==> src/rtl/dtw_core_sched_if.sv <==
// Core-array and merged-sink bus of the DTW scheduler.
// master = scheduler side, slave = core array / sink FIFO side.
interface dtw_core_sched_if #(
  parameter int N_CORES    = 4,
  parameter int AXIS_WIDTH = 32
);
  localparam int SEL_W = $clog2(N_CORES);

  logic [N_CORES-1:0]            core_rs;
  logic                          core_op_mode;
  logic [N_CORES-1:0]            core_busy;
  logic [N_CORES-1:0]            core_load_done;
  logic [SEL_W-1:0]              src_sel;
  logic                          src_sel_valid;
  logic [N_CORES-1:0]            res_empty;
  logic [N_CORES-1:0]            res_rden;
  logic [N_CORES*AXIS_WIDTH-1:0] res_data;
  logic                          sink_fifo_wren;
  logic                          sink_fifo_full;
  logic [AXIS_WIDTH-1:0]         sink_fifo_data;
  logic                          sink_fifo_last;

  modport master (
    output core_rs, core_op_mode, src_sel, src_sel_valid, res_rden,
           sink_fifo_wren, sink_fifo_data, sink_fifo_last,
    input  core_busy, core_load_done, res_empty, res_data, sink_fifo_full
  );

  modport slave (
    input  core_rs, core_op_mode, src_sel, src_sel_valid, res_rden,
           sink_fifo_wren, sink_fifo_data, sink_fifo_last,
    output core_busy, core_load_done, res_empty, res_data, sink_fifo_full
  );
endinterface

==> src/rtl/dtw_core_sched.sv <==
// Scheduler for N_CORES dtw_core instances: reference broadcast, round-robin query
// dispatch with source routing, and 3-word result draining. DTW_SCHED_PERF_EN adds perf counters.
module dtw_core_sched #(
  parameter int N_CORES    = 4,
  parameter int AXIS_WIDTH = 32
) (
  input  logic                    clk,
  input  logic                    rst,
  input  logic                    start,
  input  logic                    op_mode,
  output logic                    busy,
  output logic [31:0]             perf_dispatched,
  output logic [31:0]             perf_drained,
  dtw_core_sched_if.master        bus
);
  localparam int          SEL_W = $clog2(N_CORES);
  localparam int unsigned NC    = N_CORES;
  localparam int unsigned W     = AXIS_WIDTH;
  localparam logic [8:0]  HANDOFF_CYCLES = 9'd256;

  typedef enum logic [2:0] {
    S_IDLE,
    S_LOAD,
    S_DISPATCH,
    S_ROUTE,
    S_DRAIN
  } state_t;

  state_t           state_q;
  state_t           state_d;
  logic             load_first_q;
  logic             core_mode_q;
  logic [SEL_W-1:0] rr_ptr_q;
  logic [SEL_W-1:0] grant_q;
  logic [SEL_W-1:0] drain_q;
  logic             seen_rise_q;
  logic [8:0]       route_cnt_q;
  logic [1:0]       word_q;

  logic [SEL_W-1:0] rr_pick;
  logic             rr_found;
  logic [SEL_W-1:0] low_pick;
  logic             any_res;
  logic             grant_busy;
  logic             grant_fire;
  logic             xfer;
  logic             record_done;

  // Next idle core strictly after the last grant, wrapping.
  always_comb begin
    int unsigned idx;
    idx      = 0;
    rr_found = 1'b0;
    rr_pick  = '0;
    for (int unsigned k = 1; k <= NC; k++) begin
      idx = (32'(rr_ptr_q) + k) % NC;
      if (!rr_found && !bus.core_busy[idx]) begin
        rr_found = 1'b1;
        rr_pick  = SEL_W'(idx);
      end
    end
  end

  always_comb begin
    any_res  = 1'b0;
    low_pick = '0;
    for (int unsigned k = 0; k < NC; k++) begin
      if (!any_res && !bus.res_empty[k]) begin
        any_res  = 1'b1;
        low_pick = SEL_W'(k);
      end
    end
  end

  assign grant_busy = bus.core_busy[grant_q];

  always_comb begin
    state_d            = state_q;
    bus.core_rs        = '0;
    bus.src_sel        = '0;
    bus.src_sel_valid  = 1'b0;
    bus.res_rden       = '0;
    bus.sink_fifo_wren = 1'b0;
    bus.sink_fifo_data = '0;
    bus.sink_fifo_last = 1'b0;
    grant_fire         = 1'b0;
    xfer               = 1'b0;
    record_done        = 1'b0;
    case (state_q)
      S_IDLE: begin
        if (start) begin
          if (op_mode)                       state_d = S_LOAD;
          else if (&bus.core_load_done)      state_d = S_DISPATCH;
        end
      end
      S_LOAD: begin
        bus.src_sel_valid = 1'b1;
        if (load_first_q)
          bus.core_rs = ~bus.core_busy;
        else if (&bus.core_load_done && !(|bus.core_busy))
          state_d = S_IDLE;
      end
      S_DISPATCH: begin
        if (any_res)
          state_d = S_DRAIN;
        else if (op_mode && !(|bus.core_busy))
          state_d = S_IDLE;
        else if (rr_found) begin
          grant_fire           = 1'b1;
          bus.core_rs[rr_pick] = 1'b1;
          state_d              = S_ROUTE;
        end
      end
      S_ROUTE: begin
        bus.src_sel       = grant_q;
        bus.src_sel_valid = 1'b1;
        // Busy counts as risen in the cycle it is first seen high.
        if ((seen_rise_q || grant_busy) &&
            (!grant_busy || route_cnt_q >= HANDOFF_CYCLES))
          state_d = S_DISPATCH;
      end
      S_DRAIN: begin
        bus.sink_fifo_data = bus.res_data[32'(drain_q)*W +: W];
        if (!bus.sink_fifo_full) begin
          xfer                  = 1'b1;
          bus.res_rden[drain_q] = 1'b1;
          bus.sink_fifo_wren    = 1'b1;
          bus.sink_fifo_last    = (word_q == 2'd2);
          if (word_q == 2'd2) begin
            record_done = 1'b1;
            state_d     = S_DISPATCH;
          end
        end
      end
      default: state_d = S_IDLE;
    endcase
  end

  always_ff @(posedge clk) begin
    if (rst) begin
      state_q      <= S_IDLE;
      load_first_q <= 1'b0;
      core_mode_q  <= 1'b0;
      rr_ptr_q     <= SEL_W'(N_CORES - 1);
      grant_q      <= '0;
      drain_q      <= '0;
      seen_rise_q  <= 1'b0;
      route_cnt_q  <= '0;
      word_q       <= '0;
    end else begin
      state_q      <= state_d;
      load_first_q <= (state_q == S_IDLE) && (state_d == S_LOAD);
      // Cores see the job type latched at start, not the live op_mode used to end dispatch.
      if (state_q == S_IDLE && state_d != S_IDLE)
        core_mode_q <= (state_d == S_LOAD);
      if (grant_fire) begin
        rr_ptr_q    <= rr_pick;
        grant_q     <= rr_pick;
        seen_rise_q <= 1'b0;
        route_cnt_q <= 9'd1;
      end else if (state_q == S_ROUTE) begin
        if (grant_busy)
          seen_rise_q <= 1'b1;
        if (route_cnt_q != HANDOFF_CYCLES)
          route_cnt_q <= route_cnt_q + 9'd1;
      end
      if (state_q == S_DISPATCH && state_d == S_DRAIN) begin
        drain_q <= low_pick;
        word_q  <= '0;
      end else if (xfer) begin
        word_q <= record_done ? 2'd0 : word_q + 2'd1;
      end
    end
  end

  assign busy             = (state_q != S_IDLE);
  assign bus.core_op_mode = core_mode_q;

`ifdef DTW_SCHED_PERF_EN
  logic [31:0] dispatched_q;
  logic [31:0] drained_q;

  always_ff @(posedge clk) begin
    if (rst) begin
      dispatched_q <= '0;
      drained_q    <= '0;
    end else begin
      if (grant_fire)  dispatched_q <= dispatched_q + 32'd1;
      if (record_done) drained_q    <= drained_q + 32'd1;
    end
  end

  assign perf_dispatched = dispatched_q;
  assign perf_drained    = drained_q;
`else
  assign perf_dispatched = '0;
  assign perf_drained    = '0;
`endif
endmodule

==> src/flat_wrapper.sv <==
// flat-port wrapper written by rule: the top's interface ports become plain ports
module dtw_core_sched_flat 
#(
  parameter int N_CORES    = 4,
  parameter int AXIS_WIDTH = 32
)
  (clk, rst, start, op_mode, busy, perf_dispatched, perf_drained, bus_core_rs, bus_core_op_mode, bus_src_sel, bus_src_sel_valid, bus_res_rden, bus_sink_fifo_wren, bus_sink_fifo_data, bus_sink_fifo_last, bus_core_busy, bus_core_load_done, bus_res_empty, bus_res_data, bus_sink_fifo_full);
  dtw_core_sched_if #(.N_CORES(N_CORES), .AXIS_WIDTH(AXIS_WIDTH)) bus_i ();
  input  logic clk;
  input  logic rst;
  input  logic start;
  input  logic op_mode;
  output logic busy;
  output logic [31:0] perf_dispatched;
  output logic [31:0] perf_drained;
  output wire logic [$bits(bus_i.core_rs)-1:0] bus_core_rs;
  output wire logic [$bits(bus_i.core_op_mode)-1:0] bus_core_op_mode;
  output wire logic [$bits(bus_i.src_sel)-1:0] bus_src_sel;
  output wire logic [$bits(bus_i.src_sel_valid)-1:0] bus_src_sel_valid;
  output wire logic [$bits(bus_i.res_rden)-1:0] bus_res_rden;
  output wire logic [$bits(bus_i.sink_fifo_wren)-1:0] bus_sink_fifo_wren;
  output wire logic [$bits(bus_i.sink_fifo_data)-1:0] bus_sink_fifo_data;
  output wire logic [$bits(bus_i.sink_fifo_last)-1:0] bus_sink_fifo_last;
  input wire logic [$bits(bus_i.core_busy)-1:0] bus_core_busy;
  input wire logic [$bits(bus_i.core_load_done)-1:0] bus_core_load_done;
  input wire logic [$bits(bus_i.res_empty)-1:0] bus_res_empty;
  input wire logic [$bits(bus_i.res_data)-1:0] bus_res_data;
  input wire logic [$bits(bus_i.sink_fifo_full)-1:0] bus_sink_fifo_full;
  assign bus_core_rs = bus_i.core_rs;
  assign bus_core_op_mode = bus_i.core_op_mode;
  assign bus_src_sel = bus_i.src_sel;
  assign bus_src_sel_valid = bus_i.src_sel_valid;
  assign bus_res_rden = bus_i.res_rden;
  assign bus_sink_fifo_wren = bus_i.sink_fifo_wren;
  assign bus_sink_fifo_data = bus_i.sink_fifo_data;
  assign bus_sink_fifo_last = bus_i.sink_fifo_last;
  assign bus_i.core_busy = bus_core_busy;
  assign bus_i.core_load_done = bus_core_load_done;
  assign bus_i.res_empty = bus_res_empty;
  assign bus_i.res_data = bus_res_data;
  assign bus_i.sink_fifo_full = bus_sink_fifo_full;
  dtw_core_sched #(.N_CORES(N_CORES), .AXIS_WIDTH(AXIS_WIDTH)) u_core (.clk(clk), .rst(rst), .start(start), .op_mode(op_mode), .busy(busy), .perf_dispatched(perf_dispatched), .perf_drained(perf_drained), .bus(bus_i));
endmodule
==> config.mk <==
export PLATFORM = sky130hd
export DESIGN_NAME = dtw_core_sched_flat
export DESIGN_NICKNAME = d
export VERILOG_FILES = /design/src/rtl/dtw_core_sched_if.sv /design/src/rtl/dtw_core_sched.sv /design/src/flat_wrapper.sv
export SDC_FILE = /design/constraint.sdc
export NUM_CORES = 1
export LEC_CHECK = 0
export CAP_MARGIN = 5
export CELL_PAD_IN_SITES_DETAIL_PLACEMENT = 0
export CELL_PAD_IN_SITES_GLOBAL_PLACEMENT = 1
export CORE_ASPECT_RATIO = 1.25
export CORE_MARGIN = 5
export CORE_UTILIZATION = 22
export CTS_BUF_LIST = sky130_fd_sc_hd__clkbuf_4 sky130_fd_sc_hd__clkbuf_8
export CTS_CLUSTER_DIAMETER = 60
export DETAILED_ROUTE_END_ITERATION = 10
export GPL_ROUTABILITY_DRIVEN = 0
export PLACE_DENSITY = 0.83
export SYNTH_ARGS = -nofsm -noshare
export SYNTH_HDL_FRONTEND = slang
export SYNTH_SLANG_ARGS = --single-unit
==> constraint.sdc <==
create_clock -name clk -period 2.65 [get_ports clk]
set_clock_uncertainty 0.15 [all_clocks]
set_input_delay 0.3975 -clock clk [delete_from_list [all_inputs] [get_ports clk]]
set_output_delay 0.3975 -clock clk [all_outputs]
set_load 0.02 [all_outputs]
# After elaboration in Yosys (flattened, before gate mapping)
# Cells that the tools add are included.
# word_totals
register_bits	23
inputBits	145
output_inout_bits	111
elab_cells	143
# op_classes
n_addsub	6
n_lt_le_gt_ge	10
eq_ne	8
n_shift	1
muxes	66
n_bitwise	1
reduce_logical	41
# op_table
cell	n
$shiftx A128 B8 Y32	1
$mux W3	11
$mux W32	1
$mux W1	31
$mux W4	6
$lt A2 B3 Y1 const B	7
$mux W2	8
$pmux W3 S5	1
$logic_and A1 B1 Y1	14
$logic_not A1 Y1	12
$bmux W1 S2	5
$add A9 B1 Y9 const B	1
$ge A9 B9 Y1 const B	1
$ne A9 B9 Y1 const B	1
$pmux W4 S2	1
$add A2 B1 Y2 const B	3
$eq A3 B1 Y1 const B	2
$eq A3 B2 Y1 const B	2
$eq A3 B3 Y1 const B	2
$reduce_and A2 Y1	3
$reduce_bool A3 Y1	2
$reduce_or A2 Y1	3
$add A2 B2 Y2 const B	2
$demux W1 S2	2
other kinds (8)	11

# Logic depth before layout (Yosys ltp)
# Gate-level depths: netlist of the first run.
# logic_depth
word_depth	20
depth_mapped	6
ltp_nobuf	6

# Worst setup path after synthesis of the first run
# No wires, ideal clock.
# synth_timing
path_type	input -> output
from	input bus_core_busy[1]
to	output bus_core_rs[2]
t_arrival_ns	1.835
required_time_ns	2.102
setup_slack_ns	0.268
stages	5
n_path_buf	1
path_cell_list	clkbuf_1 > and4_1 > a2111oi_4 > nand2b_1 > o22ai_1
# synth_between
elab_chain_len	19
word_cells_on_any_way	36
classes_between	2 x order compare; 22 x mux; 12 x reduce/logical
# synth_lines
item	line_no	text
start: declaration	flat_wrapper.sv:24	input wire logic [$bits(bus_i.core_busy)-1:0] bus_core_busy;
$bmux W1 S2	dtw_core_sched.sv:57	if (!rr_found && !bus.core_busy[idx]) begin
$mux W1 (implied by the code)	dtw_core_sched.sv:57	
$logic_not A1 Y1	dtw_core_sched.sv:57	
$logic_and A1 B1 Y1	dtw_core_sched.sv:57	
$mux W1	dtw_core_sched.sv:57	
$logic_not A1 Y1	dtw_core_sched.sv:57	
$logic_and A1 B1 Y1	dtw_core_sched.sv:57	
$mux W1	dtw_core_sched.sv:57	
[3 not listed]	--	
$lt A2 B3 Y1 (implied by the code) or $ge A2 B1 Y1 (tied branches)	dtw_core_sched.sv:110	bus.core_rs[rr_pick] = 1'b1;
$logic_and A1 B1 Y1 (implied by the code)	dtw_core_sched.sv:110	
$mux W1 (implied by the code)	dtw_core_sched.sv:110	
$demux W1 S2	--	
$mux W4	dtw_core_sched.sv:108	else if (rr_found) begin
$mux W4 *	dtw_core_sched.sv:106	else if (op_mode && !(|bus.core_busy))
$mux W4 *	dtw_core_sched.sv:104	if (any_res)
$pmux W4 S2 *	dtw_core_sched.sv:89	case (state_q)
end: declaration	flat_wrapper.sv:16	output wire logic [$bits(bus_i.core_rs)-1:0] bus_core_rs;
# Mark *: on every way between the ends. The rest lies on a longest branch, timed or not. The select of a mux whose other input is x is not followed.

# Worst setup path in the final report of the first run
# layout_timing
from	input bus_core_busy[2]
to	output bus_core_rs[2]
# layout_between
elab_chain_len	19
word_cells_on_any_way	38
classes_between	2 x order compare; 23 x mux; 1 x bitwise; 12 x reduce/logical
# layout_lines
item	line_no
$bmux W1 S2	dtw_core_sched.sv:57
$mux W1 (implied by the code)	dtw_core_sched.sv:57
$logic_not A1 Y1	dtw_core_sched.sv:57
$logic_and A1 B1 Y1	dtw_core_sched.sv:57
$mux W1	dtw_core_sched.sv:57
$logic_not A1 Y1	dtw_core_sched.sv:57
$logic_and A1 B1 Y1	dtw_core_sched.sv:57
$mux W1	dtw_core_sched.sv:57
[3 not listed]	--
$lt A2 B3 Y1 (implied by the code) or $ge A2 B1 Y1 (tied branches)	dtw_core_sched.sv:110
$logic_and A1 B1 Y1 (implied by the code)	dtw_core_sched.sv:110
$mux W1 (implied by the code)	dtw_core_sched.sv:110
$demux W1 S2	--
$mux W4	dtw_core_sched.sv:108
$mux W4	dtw_core_sched.sv:106
$mux W4	dtw_core_sched.sv:104
$pmux W4 S2 *	dtw_core_sched.sv:89
# Marks and branches as above.

==> impl_metrics.yaml, run 1 <==
critical_path:
  cp_top_family: "buffers and inverters"
  worst-setup-path-type: "input port to output port"
  reg2reg_depth: 6
  path_cells: "clkdlybuf4s50_1, nor4_2, a2111oi_4, nand2b_1, buf_4, o22ai_2, buf_6"
  worst_path_max_delay_cell: "clkdlybuf4s50_1"
  regToRegStartpoint: "u_core.state_q[2]"
  worstSetupEndpointType: "output port"
  worstSetupStartpointType: "input port"
  r2r_setup_slack_ps: 570
  max_stage_delay_ps: 510
  crit_path_max_fanout: 4
  cp_num_buf_inv: 3
  r2r_end: "u_core.route_cnt_q[8]"
  crit_required_ps: 2100
  arrival_ps: 1990
sta:
  hold_violations: 0
  clock.fmax_mhz: 393.6
  min_period_over_period_pct: 95.86
  max_slew_margin_pct: 66.09
  slew_violations: 0
  timing.hold.ws_ps: 331.3
  period_needed_ps: 2540
  setup_violations: 0
  grt_setup_unrepaired: "yes"
  worst_pin_slew_ps: 507.6
finish:
  fillerInstances: 1277
  syn_to_final_growth_pct: 75.71
  drive_gt1_share_pct: 17.93
  seq_area_sq_um: 461.7
  stdcell_count: 681
  multiInputGateArea_sq_um: 2074
  fin_nets: 662
  antenna_cells: 0
yosys:
  yosys.area.top_type: "mux4_2"
  synth_top_area_share_pct: 26.09
  yosysSeqAreaShare_pct: 16.16
  async_reset_ff_share_pct: 0
  yosysWarnings: 0
  synth_seq_cells: 23
  syn_inst: 308
  netlist_top_cells_count: "buf_4, nor2b_1, mux4_2, dfxtp_1, nor2_1"
  yosys-top-cells-area: "mux4_2, buf_4, dfxtp_1, nor2b_1, a21oi_1"
  ys.flop_type: "dfxtp_1"
  avgSynthCellArea_sq_um: 9.250
  synth_area_sq_um: 2849
  synth_cell_type_count: 49
  yosys.cell_count.top_type: "buf_4"
  synth-edff-count: 0
clock_tree:
  cts_tree: "yes"
  cts_buffers: 3
  root_buffer: "clkbuf_8"
  cts.sink_count: 23
  cts.clk_slew.worst_paths_ps: 80
  clk_latency_ps: 270
  cts_hold_buf: 0
  h-tree-depth: 1
  clockBufferDepth: 2
power:
  power.leakage_nw: 2.064
  swShare_pct: 29.56
  comb_power_share_pct: 44.0
  p_int_mw: 0.7222
  power.density_nw_per_um2: 204.8
  switching_power_mw: 0.3030
  irDropWorstVdd_uv: 120.7
  p_clk_share_pct: 21.6
  p_seq_share_pct: 34.4
routing:
  wl_per_cell_microns: 18.19
  drc_errors: 0
  first_iter_violations: 188
  vias: 3055
  first_pass_iters: 4
  ant_nets: 0
  routed_via_density: 4.486
  drt-total-wl_microns: 12390
floorplan:
  core_sq_um: 12720
  dieArea_sq_um: 15340
  start_util_pct: 22.40
  die_y_microns: 137.2
  fp.dieW_microns: 111.8
  io_pins: 256
  rows: 46
min_path:
  min_from: "u_core.bus.core_op_mode"
  hp-class: "register to register"
  hold_depth: 2
  min_to: "u_core.bus.core_op_mode"
placement:
  port_buffers: 191
  dp.cells: 674
  dpl.hpwl_microns: 10380
global_route:
  antenna_found_initial: 0
  gr-total-overflow: 0
  grt_use_total_pct: 15.30
  grt_max_degree: 33
  first_global_vias: 3267
  grt_pass1_wl_microns: 18530
outcome:
  status: "complete, no violations"
flow_run:
  drv_cap: 0
[placed cells by master (no fill, tap or decap), drive strengths merged, types with 3 or more instances in the layout]
| cell type | count |
|---|---|
| clkdlybuf4s50 | 145 |
| conb | 64 |
| buf | 39 |
| nor2b | 35 |
| mux4 | 33 |
| dlygate4sd2 | 33 |
| dfxtp | 23 |
| nor2 | 18 |
| a21oi | 15 |
| inv | 8 |
| nand2 | 8 |
| nor3 | 8 |
| nand4 | 7 |
| xor2 | 6 |
| nand2b | 5 |
| a211oi | 5 |
| and2 | 4 |
| dlymetal6s2s | 4 |
| o22ai | 4 |
| nand3b | 3 |
| and4 | 3 |
| and3 | 3 |
| ha | 3 |
| clkbuf | 3 |
| nor4b | 3 |
| nor4 | 3 |
[per-layer routing]
layer / GRT usage, % / vias to the layer above / part of all wire (%)
met3: 4.877 / 11 / 10
met5: 0 / - / 0
met2: 28.80 / 195 / 51
li1: - / 1396 / -
met1: 16.79 / 1453 / 37
met4: 3.313 / 0 / 1.4
[tightest hold or removal path, cell delays in order, from the launching register on]
cell	delay (ps)
dfxtp_1	330
inv_1	50
a211oi_1	50
[worst max path at each step]
stage                       from             end  slack, ps  depth (start not counted)
2_1_floorplan   bus_core_busy[1]  bus_core_rs[2]        270                          5
3_3_place_gp    bus_core_busy[1]  bus_core_rs[0]       -370                          6
3_5_place_dp    bus_core_busy[1]  bus_core_rs[0]       -430                          6
4_1_cts         bus_core_busy[3]  bus_core_rs[2]         20                          8
5_1_grt        u_core.state_q[1]  bus_core_rs[2]        -20                          6
6_report        bus_core_busy[2]  bus_core_rs[2]        110                          7
[kinds of logic after synthesis]
family,synth area share [%]
AOI/OAI and AO/OA,8.520
xor gates and xnor gates,2.459
buffers and inverters,20.64
other,0.1316
and+or+nand+nor,23.94
adders and majority gates,1.318
muxes,26.83
DFF,16.16
[state kept, by name (all words and copies together), names as in the netlist]
| name | cells |
|---|---|
| u_core.rr_ptr_q | 2 |
| u_core.drain_q | 2 |
| u_core.state_q | 3 |
| u_core.bus.core_op_mode | 1 |
| u_core.grant_q | 2 |
| u_core.route_cnt_q | 9 |
| u_core.load_first_q | 1 |
| u_core.seen_rise_q | 1 |
| u_core.word_q | 2 |
[timing repair]
item                       4_1_cts  5_1_grt
gates resized for setup         55       10
pin swaps                        3        1
setup endpoints to repair       36        8
setup buffers                    3        0
[per-stage QoR]
step / util [%] / total power [mW] / setup slack (ps) / cell area (sq um) / setup TNS, ps
detailed placement: 38.85 / 0.8045 / -426.1 / 4941 / -1562
finish: 39.36 / 1.025 / 109.6 / 5006 / 0
floorplan: - / 0.6104 / 267.6 / 3085 / 0
CTS: 39.25 / 1.030 / 20.97 / 4992 / 0
global placement: 38.85 / 0.7979 / -374.8 / 4941 / -1374
global route: 39.36 / 1.073 / -16.12 / 5006 / -16.12
[layout make-up]
| class | count | share of cell area (%) |
|---|---|---|
| Tap cell | 168 | 4.199 |
| Timing Repair Buffer | 221 | 43.61 |
| Inverter | 8 | 0.5999 |
| Clock inverter | 1 | 0.09998 |
| Multi-Input combinational cell | 257 | 41.44 |
| Clock buffer | 3 | 0.8248 |
| Sequential cell | 23 | 9.223 |
[power by group through the flow]
| stage | logic (mW) | registers (mW) | clock network [mW] |
|---|---|---|---|
| after detailed placement | 0.444 | 0.361 | 0 |
| after global routing | 0.480 | 0.353 | 0.240 |
| final | 0.452 | 0.352 | 0.221 |
| after global placement | 0.437 | 0.361 | 0 |
| after CTS | 0.447 | 0.353 | 0.231 |
| after floorplan | 0.248 | 0.362 | 0 |
Power figures use the tool's default switching activity.
==> inputs of run 2 (changes only) <==
ABC_AREA = 1   (was not set)
CORE_UTILIZATION = 20   (was 22)
PLACE_DENSITY = 0.8   (was 0.83)
==> impl_metrics.yaml, run 2 <==
min_path:
  hold_depth: 2
  min_to: "u_core.word_q[1]"
  min_from: "u_core.word_q[1]"
  hp-class: "register to register"
sta:
  min_period_over_period_pct: 94.35
  fin_setup_tns_ps: 0
  setup_slack_ps: 149.6
  worst_pin_slew_ps: 572.0
  setup_violations: 0
  grt_setup_unrepaired: "no"
  slew_violations: 0
  hold_violations: 0
  clock.fmax_mhz: 399.9
  max_slew_margin_pct: 61.75
  period_needed_ps: 2500
critical_path:
  regToRegStartpoint: "u_core.rr_ptr_q[0]"
  reg2reg_depth: 14
  crit_path_max_fanout: 6
  worst-setup-path-type: "register to output port"
  crit_required_ps: 2100
  r2r_end: "u_core.route_cnt_q[2]"
  worstSetupStartpointType: "register"
  worstSetupEndpointType: "output port"
  arrival_ps: 1950
  r2r_setup_slack_ps: 660
global_route:
  grt_use_total_pct: 13.06
  gr-total-overflow: 0
  grt_pass1_wl_microns: 18580
  grt_max_degree: 37
  first_global_vias: 3696
  antenna_found_initial: 0
clock_tree:
  clockBufferDepth: 2
  cts_tree: "yes"
  h-tree-depth: 1
  cts.clk_slew.worst_paths_ps: 80
  root_buffer: "clkbuf_8"
  clk_latency_ps: 260
  cts_buffers: 3
  cts.sink_count: 23
flow_run:
  drv_cap: 0
floorplan:
  io_pins: 256
  rows: 50
  start_util_pct: 20.16
  die_y_microns: 146.7
  dieArea_sq_um: 17510
  fp.dieW_microns: 119.3
  core_sq_um: 14830
power:
  power.leakage_nw: 2.421
  power.density_nw_per_um2: 209.6
  irDropWorstVdd_uv: 155.3
finish:
  mostFrequentLayoutCells: "clkdlybuf4s50_1, nand2_1, nand3_1"
  syn_to_final_growth_pct: 71.16
  largest_reg_flops: 9
  top_register: "u_core.route_cnt_q"
  stdcell_count: 860
  antenna_cells: 0
  drive_gt1_share_pct: 10.77
  final_common_cell: "clkdlybuf4s50_1"
  top_regs: "u_core.route_cnt_q x9, u_core.state_q x3"
  stdcell_area_sq_um: 5116
  fin_nets: 827
yosys:
  yosysWarnings: 0
  synth-simple-area-share_pct: 35.41
  synth_area_sq_um: 2989
  synth_seq_cells: 23
  async_reset_ff_share_pct: 0
  synth-edff-count: 0
  synthMuxAreaShare_pct: 0
  yosysSeqAreaShare_pct: 15.40
  synth-xor-area-share_pct: 1.172
  yosys-top-cells-area: "buf_4, dfxtp_1, nand3_1, nand2_1, a22oi_1"
  synth_top_family_by_area: "simple AND/OR/NAND/NOR gates"
  avgSynthCellArea_sq_um: 6.227
  synth_cell_type_count: 37
  ys.flop_type: "dfxtp_1"
  synth_compound_area_share_pct: 21.18
  synth_top_area_share_pct: 16.07
  synth_adder_area_share_pct: 1.256
  netlist_top_cells_count: "nand2_1, nand3_1, buf_4, a31oi_1"
  yosys.cell_count.top_type: "nand2_1"
  syn_inst: 480
  yosys.area.top_type: "buf_4"
routing:
  first_iter_violations: 163
  drc_errors: 0
  vias: 3821
  first_pass_iters: 4
  routed_via_density: 4.443
  wl_per_cell_microns: 14.56
  drt-total-wl_microns: 12520
  ant_nets: 0
placement:
  port_buffers: 191
  dp.cells: 855
  dp_slack_ps: -474.6
  placed_area_sq_um: 5041
  dpl.hpwl_microns: 10440
outcome:
  status: "complete, no violations"
## run 2: power by group
part / internal (mW) / switching [mW]
Combinational: 0.259 / 0.226
Sequential: 0.353 / 0.00606
Clock: 0.117 / 0.110
Total: 0.729 / 0.343
## run 2: kinds of logic after synthesis
kind of cell,Yosys count
compound gates,96
xor+xnor,4
fa+ha+maj,3
buf+inv,129
flops,23
other cells,1
simple gates,224
## run 2: what timing repair did
action,in CTS,in global routing
pin swaps,1,1
endpoints found under the setup margin,18,21
resized for setup,29,26
hold buffers,0,0
setup buffers,1,0
## run 2: critical path, stage by stage, from the launching register on
cell     delay [ps]
dfxtp_1         480
inv_4            90
nand2_1          60
nand2_1          70
nand2_1          80
nand2_2          90
o21ai_0         190
nand2_1          90
o21ai_0          90
nand2_1         130
o22ai_1         130
buf_2           190
## run 2: area by class of cell
cell class                      count  area [sq um]
Clock buffer                        4         48.80
Sequential cell                    23         461.7
Fill cell                        1632          9711
Inverter                           38         157.7
Multi-Input combinational cell    391          2023
Tap cell                          182         227.7
Timing Repair Buffer              222          2197
## run 2: routing by layer
| layer | global-route usage, % | wire length (microns) | up-vias |
|---|---|---|---|
| met2 | 23.68 | 6196 | 167 |
| met1 | 15.31 | 5062 | 1721 |
| met4 | 3.095 | 157 | 0 |
| met5 | 0 | 0 | - |
| met3 | 3.332 | 1101 | 10 |
| li1 | - | - | 1923 |
## run 2: worst max-delay path by stage
stage                     slack, ps  cells after the start                from              end
after global placement         -450                     10    bus_core_busy[2]   bus_core_rs[1]
after floorplan                 450                      5   u_core.state_q[1]  bus_res_rden[0]
after CTS                         1                      9    bus_core_busy[1]   bus_core_rs[2]
final                           150                     11  u_core.rr_ptr_q[1]   bus_core_rs[1]
after global routing              1                     11  u_core.rr_ptr_q[1]   bus_core_rs[1]
after detailed placement       -470                     12    bus_core_busy[3]   bus_core_rs[1]
## run 2: per-stage QoR
stage	hold WS, ps	power [mW]	util (%)
finish	319.3	1.072	34.51
global route	350.8	1.133	34.51
detailed placement	310.2	0.8529	34.00
CTS	325.6	1.082	34.18
floorplan	290.7	0.6405	-
global placement	301.2	0.8523	34.00
==> inputs of run 3 (changes only) <==
CORE_MARGIN = 2   (was 5)
==> impl_metrics.yaml, run 3 (same netlist as run 2, synthesis figures left out) <==
outcome:
  status: "complete, no violations"
critical_path:
  crit_path_max_fanout: 34
  arrival_ps: 1980
  worstSetupStartpointType: "register"
  r2r_setup_slack_ps: 610
  r2r_end: "u_core.rr_ptr_q[1]"
  regToRegStartpoint: "u_core.rr_ptr_q[0]"
  worst-setup-path-type: "register to output port"
  crit_required_ps: 2100
  worstSetupEndpointType: "output port"
  reg2reg_depth: 14
routing:
  first_iter_violations: 131
  routed_via_density: 4.423
  wl_per_cell_microns: 14.15
  drc_errors: 0
  first_pass_iters: 4
  drt-total-wl_microns: 12040
  vias: 3764
  ant_nets: 0
finish:
  top_regs: "u_core.route_cnt_q x9, u_core.state_q x3"
  antenna_cells: 0
  top_register: "u_core.route_cnt_q"
  syn_to_final_growth_pct: 71.79
  fin_util_pct: 35.34
  stdcell_count: 851
  fin_nets: 822
  final_common_cell: "clkdlybuf4s50_1"
  stdcell_area_sq_um: 5135
  mostFrequentLayoutCells: "clkdlybuf4s50_1, nand2_1, nand3_1"
  drive_gt1_share_pct: 11.14
  largest_reg_flops: 9
global_route:
  gr-total-overflow: 0
  grt_use_total_pct: 13.97
  antenna_found_initial: 0
  first_global_vias: 3604
  grt_pass1_wl_microns: 18070
  grt_max_degree: 69
clock_tree:
  root_buffer: "clkbuf_8"
  h-tree-depth: 1
  clk_latency_ps: 260
  cts_hold_buf: 0
  cts_tree: "yes"
  cts.clk_slew.worst_paths_ps: 80
  clockBufferDepth: 2
  cts_buffers: 3
  cts.sink_count: 23
floorplan:
  die_y_microns: 140.7
  io_pins: 256
  rows: 49
  start_util_pct: 20.57
  core_sq_um: 14530
  dieArea_sq_um: 15950
  fp.dieW_microns: 113.3
sta:
  grt_setup_unrepaired: "no"
  setup_violations: 0
  setup_slack_ps: 127.3
  period_needed_ps: 2523
  max_slew_margin_pct: 63.14
  min_period_over_period_pct: 95.20
  hold_violations: 0
  clock.fmax_mhz: 396.4
  worst_pin_slew_ps: 551.1
  slew_violations: 0
power:
  total_power_mw: 1.077
  irDropWorstVdd_uv: 158.9
  power.density_nw_per_um2: 209.8
  power.leakage_nw: 2.487
placement:
  dp.cells: 843
  dp_slack_ps: -404.3
  port_buffers: 191
  placed_area_sq_um: 4951
  dpl.hpwl_microns: 9812
min_path:
  hp-class: "register to register"
  hold_depth: 2
  min_to: "u_core.word_q[0]"
  min_from: "u_core.word_q[0]"
flow_run:
  drv_cap: 0
-- run 3: cell type report --
class	instances	area, sq um
Sequential cell	23	462.9
Clock buffer	4	48.80
Inverter	38	157.7
Fill cell	1599	9395
Timing Repair Buffer	217	2186
Multi-Input combinational cell	391	2057
Tap cell	178	222.7
-- run 3: layer usage --
layer / wire [microns] / GRT usage, % / vias up
met5: 0 / 0 / -
met4: 118 / 2.824 / 0
met3: 1162 / 4.643 / 6
met2: 6079 / 25.31 / 157
met1: 4677 / 15.94 / 1691
li1: - / - / 1910
-- run 3: stage by stage --
step / hold slack [ps] / TNS [ps]
floorplan: 290.7 / 0
global placement: 301.5 / -1517
detailed placement: 307.6 / -1502
CTS: 320.3 / 0
global route: 351.1 / 0
finish: 318.2 / 0
-- run 3: timing repair --
| item | 4_1_cts | 5_1_grt |
|---|---|---|
| hold endpoints to repair | 0 | 0 |
| resized for setup | 23 | 47 |
| buffers inserted | 1 | 3 |
| setup endpoints to repair | 8 | 29 |
| pin swaps | 2 | 10 |
-- run 3: critical path, stage by stage (launching register included) --
cell	delay, ps
dfxtp_1	390
buf_4	390
nand3_1	120
a31oi_1	170
clkdlybuf4s50_1	630
-- run 3: worst max-delay path by stage --
stage,slack [ps],startpoint,cells after the start,to
floorplan,450,u_core.state_q[1],5,bus_res_rden[0]
global placement,-410,bus_core_busy[0],10,bus_core_rs[3]
detailed placement,-400,bus_core_busy[0],11,bus_core_rs[3]
CTS,0.9,u_core.drain_q[0],6,bus_sink_fifo_data[18]
global route,0.2,bus_res_empty[0],11,bus_core_rs[0]
finish,130,u_core.drain_q[0],4,bus_sink_fifo_data[3]
-- run 3: report_power, final --
part | switching, mW | internal (mW)
logic | 0.229 | 0.263
registers | 0.00558 | 0.353
clock network | 0.109 | 0.117
